**src/rtl/ram_arbiter_pkg.sv**
```systemverilog
// Shared definitions for the two-requester RAM arbiter:
// FSM encodings, default widths, requester indices and a one-hot helper.
package ram_arbiter_pkg;

  typedef enum logic [1:0] {
    ST_INIT   = 2'd0,
    ST_IDLE   = 2'd1,
    ST_ACCESS = 2'd2
  } state_t;

  localparam int AW_DEF = 6;
  localparam int DW_DEF = 16;

  localparam logic REQ0 = 1'b0;
  localparam logic REQ1 = 1'b1;

  function automatic logic [1:0] onehot2(input logic idx);
    onehot2 = idx ? 2'b10 : 2'b01;
  endfunction

endpackage

```
**src/rtl/ram_arbiter_if.sv**
```systemverilog
// Requester-side command/response bundle shared by both masters and the arbiter.
// The arbiter is the slave; the masters (or a bench) drive the master side.
interface ram_arbiter_if
  import ram_arbiter_pkg::*;
#(
  parameter int AW = AW_DEF,
  parameter int DW = DW_DEF
) ();

  logic [1:0]    req_valid;
  logic [1:0]    req_write;
  logic [AW-1:0] req_addr0;
  logic [AW-1:0] req_addr1;
  logic [DW-1:0] req_wdata0;
  logic [DW-1:0] req_wdata1;
  logic [1:0]    req_ready;
  logic [1:0]    rsp_valid;
  logic [DW-1:0] rsp_rdata;

  modport master (
    output req_valid, req_write, req_addr0, req_addr1, req_wdata0, req_wdata1,
    input  req_ready, rsp_valid, rsp_rdata
  );

  modport slave (
    input  req_valid, req_write, req_addr0, req_addr1, req_wdata0, req_wdata1,
    output req_ready, rsp_valid, rsp_rdata
  );

endinterface

```
**src/rtl/ram_arbiter_rr_pick2.sv**
```systemverilog
// Combinational two-way round-robin picker: a lone requester always wins,
// on a tie the requester that was not granted last time wins.
module rr_pick2
  import ram_arbiter_pkg::*;
(
  input  logic [1:0] valid,
  input  logic       last_grant,
  output logic [1:0] grant,
  output logic       winner
);

  always_comb begin
    winner = REQ0;
    grant  = 2'b00;
    case (valid)
      2'b01: begin
        winner = REQ0;
        grant  = 2'b01;
      end
      2'b10: begin
        winner = REQ1;
        grant  = 2'b10;
      end
      2'b11: begin
        winner = ~last_grant;
        grant  = onehot2(~last_grant);
      end
      default: begin
        winner = REQ0;
        grant  = 2'b00;
      end
    endcase
  end

endmodule

```
**src/rtl/ram_arbiter.sv**
```systemverilog
// Round-robin arbiter/sequencer for a single-port RAM with combinational read.
// Clears the whole array after reset or on request, then serves one access per two cycles.
module ram_arbiter
  import ram_arbiter_pkg::*;
#(
  parameter int AW = AW_DEF,
  parameter int DW = DW_DEF
) (
  input  logic          clock,
  input  logic          reset,
  input  logic          clear_start,
  output logic          init_done,
  ram_arbiter_if.slave  bus,
  output logic [DW-1:0] ram_in,
  output logic          ram_load,
  output logic [AW-1:0] ram_address,
  input  logic [DW-1:0] ram_out
);

  localparam logic [AW-1:0] CNT_MAX = {AW{1'b1}};
  localparam logic [AW-1:0] CNT_ONE = {{(AW-1){1'b0}}, 1'b1};

  state_t        state_r;
  state_t        state_nxt_s;
  logic [AW-1:0] clr_cnt_r;
  logic          last_grant_r;
  logic          init_done_r;
  logic [1:0]    rsp_valid_r;
  logic [DW-1:0] rsp_rdata_r;
  logic          cmd_write_r;
  logic [AW-1:0] cmd_addr_r;
  logic [DW-1:0] cmd_wdata_r;
  logic          cmd_id_r;

  logic [1:0]    pick_grant_s;
  logic          pick_winner_s;
  logic [1:0]    ready_s;

  rr_pick2 u_pick (
    .valid      (bus.req_valid),
    .last_grant (last_grant_r),
    .grant      (pick_grant_s),
    .winner     (pick_winner_s)
  );

  always_ff @(posedge clock or posedge reset) begin
    if (reset) begin
      state_r <= ST_INIT;
    end else begin
      state_r <= state_nxt_s;
    end
  end

  always_comb begin
    state_nxt_s = state_r;
    case (state_r)
      ST_INIT: begin
        if (clr_cnt_r == CNT_MAX) begin
          state_nxt_s = ST_IDLE;
        end else begin
          state_nxt_s = ST_INIT;
        end
      end
      ST_IDLE: begin
        if (clear_start) begin
          state_nxt_s = ST_INIT;
        end else if (|bus.req_valid) begin
          state_nxt_s = ST_ACCESS;
        end else begin
          state_nxt_s = ST_IDLE;
        end
      end
      ST_ACCESS: state_nxt_s = ST_IDLE;
      default:   state_nxt_s = ST_INIT;
    endcase
  end

  // RAM strobes and grants are masked while reset is held, whatever the state.
  always_comb begin
    ram_address = {AW{1'b0}};
    ram_in      = {DW{1'b0}};
    ram_load    = 1'b0;
    ready_s     = 2'b00;
    case (state_r)
      ST_INIT: begin
        ram_address = clr_cnt_r;
        ram_in      = {DW{1'b0}};
        ram_load    = ~reset;
      end
      ST_IDLE: begin
        if (!reset && !clear_start) begin
          ready_s = pick_grant_s;
        end else begin
          ready_s = 2'b00;
        end
      end
      ST_ACCESS: begin
        ram_address = cmd_addr_r;
        ram_in      = cmd_wdata_r;
        ram_load    = cmd_write_r & ~reset;
      end
      default: begin
        ram_load = 1'b0;
        ready_s  = 2'b00;
      end
    endcase
  end

  always_ff @(posedge clock or posedge reset) begin
    if (reset) begin
      clr_cnt_r    <= {AW{1'b0}};
      last_grant_r <= REQ1;
      init_done_r  <= 1'b0;
      rsp_valid_r  <= 2'b00;
      rsp_rdata_r  <= {DW{1'b0}};
      cmd_write_r  <= 1'b0;
      cmd_addr_r   <= {AW{1'b0}};
      cmd_wdata_r  <= {DW{1'b0}};
      cmd_id_r     <= REQ0;
    end else begin
      rsp_valid_r <= 2'b00;
      case (state_r)
        ST_INIT: begin
          clr_cnt_r   <= clr_cnt_r + CNT_ONE;
          init_done_r <= (clr_cnt_r == CNT_MAX);
        end
        ST_IDLE: begin
          if (clear_start) begin
            clr_cnt_r   <= {AW{1'b0}};
            init_done_r <= 1'b0;
          end else if (|bus.req_valid) begin
            cmd_write_r  <= bus.req_write[pick_winner_s];
            cmd_addr_r   <= pick_winner_s ? bus.req_addr1 : bus.req_addr0;
            cmd_wdata_r  <= pick_winner_s ? bus.req_wdata1 : bus.req_wdata0;
            cmd_id_r     <= pick_winner_s;
            last_grant_r <= pick_winner_s;
          end
        end
        ST_ACCESS: begin
          rsp_rdata_r <= cmd_write_r ? cmd_wdata_r : ram_out;
          rsp_valid_r <= onehot2(cmd_id_r);
        end
        default: begin
          rsp_valid_r <= 2'b00;
        end
      endcase
    end
  end

  assign init_done     = init_done_r;
  assign bus.req_ready = ready_s;
  assign bus.rsp_valid = rsp_valid_r;
  assign bus.rsp_rdata = rsp_rdata_r;

endmodule

```
**src/flat_wrapper.sv**
```systemverilog
// flat-port wrapper written by rule: the top's interface ports become plain ports
module ram_arbiter_flat import ram_arbiter_pkg::*;
#(
  parameter int AW = AW_DEF,
  parameter int DW = DW_DEF
)
  (clock, reset, clear_start, init_done, ram_in, ram_load, ram_address, ram_out, bus_req_valid, bus_req_write, bus_req_addr0, bus_req_addr1, bus_req_wdata0, bus_req_wdata1, bus_req_ready, bus_rsp_valid, bus_rsp_rdata);
  ram_arbiter_if #(.AW(AW), .DW(DW)) bus_i ();
  input  logic clock;
  input  logic reset;
  input  logic clear_start;
  output logic init_done;
  output logic [DW-1:0] ram_in;
  output logic ram_load;
  output logic [AW-1:0] ram_address;
  input  logic [DW-1:0] ram_out;
  input wire logic [$bits(bus_i.req_valid)-1:0] bus_req_valid;
  input wire logic [$bits(bus_i.req_write)-1:0] bus_req_write;
  input wire logic [$bits(bus_i.req_addr0)-1:0] bus_req_addr0;
  input wire logic [$bits(bus_i.req_addr1)-1:0] bus_req_addr1;
  input wire logic [$bits(bus_i.req_wdata0)-1:0] bus_req_wdata0;
  input wire logic [$bits(bus_i.req_wdata1)-1:0] bus_req_wdata1;
  output wire logic [$bits(bus_i.req_ready)-1:0] bus_req_ready;
  output wire logic [$bits(bus_i.rsp_valid)-1:0] bus_rsp_valid;
  output wire logic [$bits(bus_i.rsp_rdata)-1:0] bus_rsp_rdata;
  assign bus_i.req_valid = bus_req_valid;
  assign bus_i.req_write = bus_req_write;
  assign bus_i.req_addr0 = bus_req_addr0;
  assign bus_i.req_addr1 = bus_req_addr1;
  assign bus_i.req_wdata0 = bus_req_wdata0;
  assign bus_i.req_wdata1 = bus_req_wdata1;
  assign bus_req_ready = bus_i.req_ready;
  assign bus_rsp_valid = bus_i.rsp_valid;
  assign bus_rsp_rdata = bus_i.rsp_rdata;
  ram_arbiter #(.AW(AW), .DW(DW)) u_core (.clock(clock), .reset(reset), .clear_start(clear_start), .init_done(init_done), .bus(bus_i), .ram_in(ram_in), .ram_load(ram_load), .ram_address(ram_address), .ram_out(ram_out));
endmodule
```
**config.mk**
```make
export PLATFORM = sky130hd
export DESIGN_NAME = ram_arbiter_flat
export DESIGN_NICKNAME = d
export VERILOG_FILES = /design/src/rtl/ram_arbiter_pkg.sv /design/src/rtl/ram_arbiter_if.sv /design/src/rtl/ram_arbiter_rr_pick2.sv /design/src/rtl/ram_arbiter.sv /design/src/flat_wrapper.sv
export SDC_FILE = /design/constraint.sdc
export NUM_CORES = 1
export LEC_CHECK = 0
export CORE_MARGIN = 8
export CORE_UTILIZATION = 40
export DETAILED_ROUTE_END_ITERATION = 10
export PLACE_DENSITY_LB_ADDON = 0.12
export SYNTH_ARGS = -nofsm -noshare
export SYNTH_HDL_FRONTEND = slang
export SYNTH_HIERARCHICAL = 1
export SYNTH_SLANG_ARGS = --single-unit
```
**constraint.sdc**
```tcl
create_clock -name clock -period 3.8 [get_ports clock]
set_clock_uncertainty 0.15 [all_clocks]
set_input_delay 0.38 -clock clock [delete_from_list [all_inputs] [get_ports clock]]
set_output_delay 0.38 -clock clock [all_outputs]
set_load 0.01 [all_outputs]
```
==> impl_metrics.tcl, run 1 <==
set metrics [dict create \
    run_status "complete, no violations" \
    post-route-period-util_pct 72.87 \
    netlist_area_mm2 0.002815 \
    fp.coreArea_mm2 0.006794 \
    final.min_clock_period_ns 2.769 \
    placed_cell_area_mm2 0.003961 \
    design_area_mm2 0.004046 \
    hold_viol_final 0 \
    dp_slack_ns 1.232 \
    num_rows 30 \
    path_cells "or3b_4 > nor2_1 > and2_1 > clkdlybuf4s50_1" \
    numCtsBuffers 5 \
    die_area_mm2 0.009978 \
    grtUsageTotal_pct 14.58 \
    antenna_found_initial 0 \
    grt_setup_unrepaired "no" \
    dr_total_vias 2085 \
    ys_top_cells_by_area "dfrtp_1, mux2_2, mux2_4, mux2i_1, and2_1" \
    ys_seq_area_share_pct 46.27 \
    start_util_pct 41.44 \
    layout.cells.non_filler 439 \
    diodes 0 \
    critPathLaunch "u_core/state_r[0]" \
    postRouteWirelength_um 7299 \
    p_leak_nw 1.776 \
    max_slew_margin_pct 30.35 \
    setup_tns_ns 0 \
    cts_tree "done" \
    yosysTopAreaCellShare_pct 45.33 \
    die_w_um 99.89 \
    final_cell_mix "clkdlybuf4s50_1, dfrtp_1, mux2_2, mux2i_1, and2_1" \
    hold_path_class "reg -> reg" \
    syn_inst 237 \
    maxCapViolations 0 \
    ys_ff_latch 52 \
    reg2reg_depth 3 \
    final_nets 410 \
    firstDrtPassIters 5 \
    crit_type "reg -> out" \
    layout-drive-gt1-share_pct 18.37 \
    clockBufferDepth 2 \
    syn-num-nets 305 \
    dp_cells 431 \
    grt_pass1_vias 2156 \
    cpPeakStageDelay_ns 0.68 \
    drtIter0Drc 68 \
    setup_slack_ns 1.031 \
    fmax_mhz 361.1 \
    ant_nets 0 \
    portBuffers 110 \
    cts.clk_slew.worst_paths_ns 0.10 \
    post_cts_buffers 0 \
    start_kind "flip-flop" \
    setup_viol 0 \
    clkSinkCount 52 \
    ir_drop_mv 0.3627 \
    htree_levels 2 \
    fin_hold_ws_ns 0.2946 \
    syn_area_per_cell_um2 11.88 \
    endpoint "bus_req_ready[1]" \
    top_level_ports 111 \
    dpl.hpwl_um 5479 \
    area_delta_synth_final_pct 43.73 \
    critPathCaptureType "output port" \
    drc 0 \
    grt_max_degree 34 \
    p_per_area_mw_per_mm2 577.2 \
    ys.warnings.count 6 \
    gp_congestion 0.8064 \
    layout_commonest_cell "clkdlybuf4s50_1" \
    wire_per_inst_um 16.63 \
    die_h_um 99.89 \
    tightest_slew_ns 1.045 \
    crit_required_ns 3.27 \
    cts-resized-gates 0 \
    crit_fanout 18 \
    cts-hold-fix-buffers 0 \
    slew_violations 0 \
    clock_latency_ns 0.30 \
    grt_pass1_wl_um 11540 \
    cts-root-buf "clkbuf_8" \
    r2r_setup_slack_ns 1.49 \
    timing.rr.start "u_core/state_r[0]" \
    yosysTopAreaCell "dfrtp_1" \
    globalRouteOverflowTotal 0 \
    vias_per_cell 4.749 \
    yosysUniqueCellTypes 35 \
    critPathSlowestCell "dfrtp_1" \
    crit_arrival_ns 2.24 \
    reg2reg_to "u_core/cmd_addr_r[2]" \
]
[Yosys cell counts (all sizes together)]
cell type  number
nand2          17
nor2b           1
dfstp           1
inv             5
ha              1
or3b            1
a211o           1
nor2           14
dfrtp          51
a311oi          1
a21oi           1
nand2b          1
o21bai          1
o2bb2ai         2
a32o            1
mux2i          27
and2           19
buf             8
a22o            2
a211oi          1
o21ai          17
nand4b          1
nand3           2
nor4            1
and4            1
a21boi          3
mux2           47
clkbuf          8
and3            1
[how the worst min path moves through the flow]
stage | end | slack, ns | cells after the start | startpoint
2_1_floorplan | u_core/bus.rsp_valid[0] | 0.26 | 1 | u_core/cmd_id_r
3_3_place_gp | u_core/bus.rsp_valid[0] | 0.28 | 1 | u_core/cmd_id_r
3_5_place_dp | u_core/bus.rsp_valid[0] | 0.28 | 1 | u_core/cmd_id_r
4_1_cts | u_core/bus.rsp_valid[0] | 0.30 | 1 | u_core/cmd_id_r
5_1_grt | u_core/bus.rsp_valid[0] | 0.32 | 1 | u_core/cmd_id_r
6_report | u_core/bus.rsp_valid[0] | 0.29 | 1 | u_core/cmd_id_r
[metal layers]
metal / vias up / wire [µm] / GRT usage [%]
li1: 1033 / - / -
met1: 980 / 3465 / 19.28
met2: 66 / 3272 / 22.06
met3: 6 / 489 / 4.775
met4: 0 / 72 / 4.191
met5: - / 0 / 0
[worst max-delay path: cells and delay by family (launching register included)]
family | cells | cell delay (ns)
flops | 1 | 0.68
simple gates | 3 | 0.72
buf+inv | 1 | 0.54
[power by group]
part / total, W / internal, W / leakage (nW) / switching [W]
sequential: 0.00102 / 0.000805 / 0.637 / 0.000212
combinational: 0.00101 / 0.000632 / 1.10 / 0.000376
clock: 0.000311 / 0.000129 / 0.0412 / 0.000182
[registers in the layout, indices dropped and copies added, names as in the netlist]
name and flops:
u_core/bus.rsp_rdata 16, u_core/cmd_wdata_r 16, u_core/cmd_write_r 1, u_core/clr_cnt_r 6
u_core/state_r 2, u_core/last_grant_r 1, u_core/init_done 1, u_core/cmd_addr_r 6
u_core/cmd_id_r 1, u_core/bus.rsp_valid 2
[metrics by stage]
step / util [%] / total power (W)
detailed placement: 58.31 / 0.002043
CTS: 59.56 / 0.002362
finish: 59.56 / 0.002336
global route: 59.56 / 0.002514
floorplan: - / 0.001576
global placement: 58.31 / 0.002019
[cell type report]
class | count | area (µm²)
Clock inverter | 2 | 12.51
Timing Repair Buffer | 114 | 1131
Multi-Input combinational cell | 164 | 1389
Tap cell | 96 | 120.1
Sequential cell | 52 | 1303
Clock buffer | 6 | 72.57
Inverter | 5 | 18.77
Fill cell | 601 | 2748
[cells by family (layout without fill, tap and decap cells)]
logic type / count (synthesis) / in the layout / synth area share [%]
flops: 52 / 52 / 46.27
simple gates: 59 / 59 / 11.20
buf+inv: 21 / 127 / 4.534
fa+ha+maj: 1 / 1 / 0.4444
compound gates: 30 / 30 / 6.756
mux: 74 / 74 / 30.80
No activity file was read; power rests on OpenSTA's default activity.
==> run 2: changes to the inputs <==
==> constraint.sdc (replaced) <==
create_clock -name clock -period 2.75 [get_ports clock]
set_clock_uncertainty 0.15 [all_clocks]
set_input_delay 0.275 -clock clock [delete_from_list [all_inputs] [get_ports clock]]
set_output_delay 0.275 -clock clock [all_outputs]
set_load 0.01 [all_outputs]
==> impl_metrics.tcl, run 2 (synthesis results as in run 1) <==
set metrics [dict create \
    design_area_mm2 0.004128 \
    globalRouteOverflowTotal 0 \
    setup_viol 0 \
    grtUsageTotal_pct 14.45 \
    critPathCaptureType "output port" \
    nFillCells 596 \
    gp_congestion 0.7911 \
    die_h_um 99.89 \
    crit_fanout 9 \
    cpPeakStageDelay_ns 0.54 \
    num_rows 30 \
    power.switching_w 0.001056 \
    diodes 0 \
    layout_commonest_cell "clkdlybuf4s50_1" \
    start_util_pct 41.44 \
    clkSinkCount 52 \
    final.min_clock_period_ns 2.463 \
    cts_tree "done" \
    tightest_slew_ns 0.5274 \
    layout-drive-gt1-share_pct 20.06 \
    cts-resized-gates 0 \
    utilization_pct 60.76 \
    fmax_mhz 406.1 \
    cts-root-buf "clkbuf_8" \
    placed_cell_area_mm2 0.004031 \
    dr_total_vias 2132 \
    fin_hold_ws_ns 0.2180 \
    max_slew_margin_pct 64.77 \
    grt_setup_unrepaired "no" \
    top_level_ports 111 \
    run_status "complete, no violations" \
    hold_viol_final 0 \
    grt_pass1_wl_um 11530 \
    fp.coreArea_mm2 0.006794 \
    crit_type "reg -> out" \
    numCtsBuffers 5 \
    final_cell_mix "clkdlybuf4s50_1, dfrtp_1, mux2_2, mux2i_1, and2_1" \
    hold_path_class "in -> async" \
    drc 0 \
    cts.clk_slew.worst_paths_ns 0.09 \
    crit_arrival_ns 2.04 \
    firstDrtPassIters 4 \
    crit_required_ns 2.33 \
    clock_latency_ns 0.30 \
    maxCapViolations 0 \
    switching_share_pct 32.40 \
    die_w_um 99.89 \
    slew_violations 0 \
    htree_levels 2 \
    critPathSlowestCell "clkdlybuf4s50_1" \
    grt_pass1_vias 2194 \
    wire_per_inst_um 15.99 \
    grt_max_degree 40 \
    p_int_w 0.002204 \
    p_leak_nw 1.825 \
    power_frac_comb_pct 43.1 \
    portBuffers 110 \
    ir_drop_mv 0.4534 \
    post-route-period-util_pct 89.55 \
    postRouteWirelength_um 7116 \
    ant_nets 0 \
    area_delta_synth_final_pct 46.62 \
    die_area_mm2 0.009978 \
    final_nets 416 \
    post_cts_buffers 0 \
    p_per_area_mw_per_mm2 789.8 \
    drtIter0Drc 50 \
    vias_per_cell 4.791 \
    crit_buf_inv 1 \
    crit_family "simple AND/OR/NAND/NOR gates" \
    p_seq_share_pct 42.9 \
    setup_tns_ns 0 \
    dpl.hpwl_um 5618 \
    clockBufferDepth 2 \
    path_cells "or3b_4 > nor2_1 > and2_1 > clkdlybuf4s50_1" \
    p_clk_share_pct 14.0 \
    start_kind "flip-flop" \
    cts-hold-fix-buffers 0 \
    antenna_found_initial 0 \
]
## run 2: changes by cell type in the layout (fill, tap and decap cells not counted)
cell | previous run | this run
buf_12 | 0 | 2
buf_4 | 4 | 8
inv_6 | 0 | 1
clkbuf_1 | 1 | 0
clkinvlp_4 | 1 | 0
clkbuf_8 | 5 | 6
## run 2: metal layers
metal / wire length [µm] / global-route usage [%] / part of all wire (%)
met5: 0 / 0 / 0
met3: 470 / 4.498 / 6.6
met2: 3283 / 22.37 / 46
met4: 46 / 3.492 / 0.65
met1: 3317 / 19.07 / 47
## run 2: final cells by class
| cell class | instances | area [µm²] | area share [%] |
|---|---|---|---|
| Multi-Input combinational cell | 164 | 1389 | 33.65 |
| Sequential cell | 52 | 1303 | 31.56 |
| Timing Repair Buffer | 120 | 1201 | 29.10 |
| Tap cell | 96 | 120.1 | 2.910 |
| Clock buffer | 6 | 82.58 | 2.001 |
| Inverter | 5 | 18.77 | 0.4547 |
| Clock inverter | 2 | 13.76 | 0.3334 |
## run 2: per-stage QoR
stage | power (W) | worst slack (ns) | instances
after global routing | 0.003513 | 0.1560 | 445
after CTS | 0.003307 | 0.2704 | 445
final | 0.003260 | 0.2874 | 445
after floorplan | 0.002177 | 0.8434 | 237
after detailed placement | 0.002843 | 0.3770 | 437
after global placement | 0.002813 | 0.4169 | 437
## run 2: final timing paths
| check | depth (start not counted) | endpoint | slack, ns | from |
|---|---|---|---|---|
| worst max register to register | 4 | u_core/cmd_addr_r[4] | 0.74 | u_core/state_r[0] |
| max in group asynchronous | 3 | u_core/last_grant_r | 1.66 | reset |
| worst max-delay path | 4 | bus_req_ready[0] | 0.29 | u_core/state_r[0] |
| min in group clock | 1 | u_core/bus.rsp_valid[0] | 0.30 | u_core/cmd_id_r |
| worst min-delay path | 2 | u_core/init_done | 0.22 | reset |
| worst min register to register | 1 | u_core/bus.rsp_valid[0] | 0.30 | u_core/cmd_id_r |
## run 2: power groups by stage
| stage | clock network, W | logic (W) | registers (W) |
|---|---|---|---|
| after floorplan | 0 | 0.000811 | 0.00137 |
| after global placement | 0 | 0.00140 | 0.00141 |
| after detailed placement | 0 | 0.00142 | 0.00142 |
| after CTS | 0.000472 | 0.00143 | 0.00141 |
| after global routing | 0.000506 | 0.00155 | 0.00146 |
| final | 0.000457 | 0.00140 | 0.00140 |
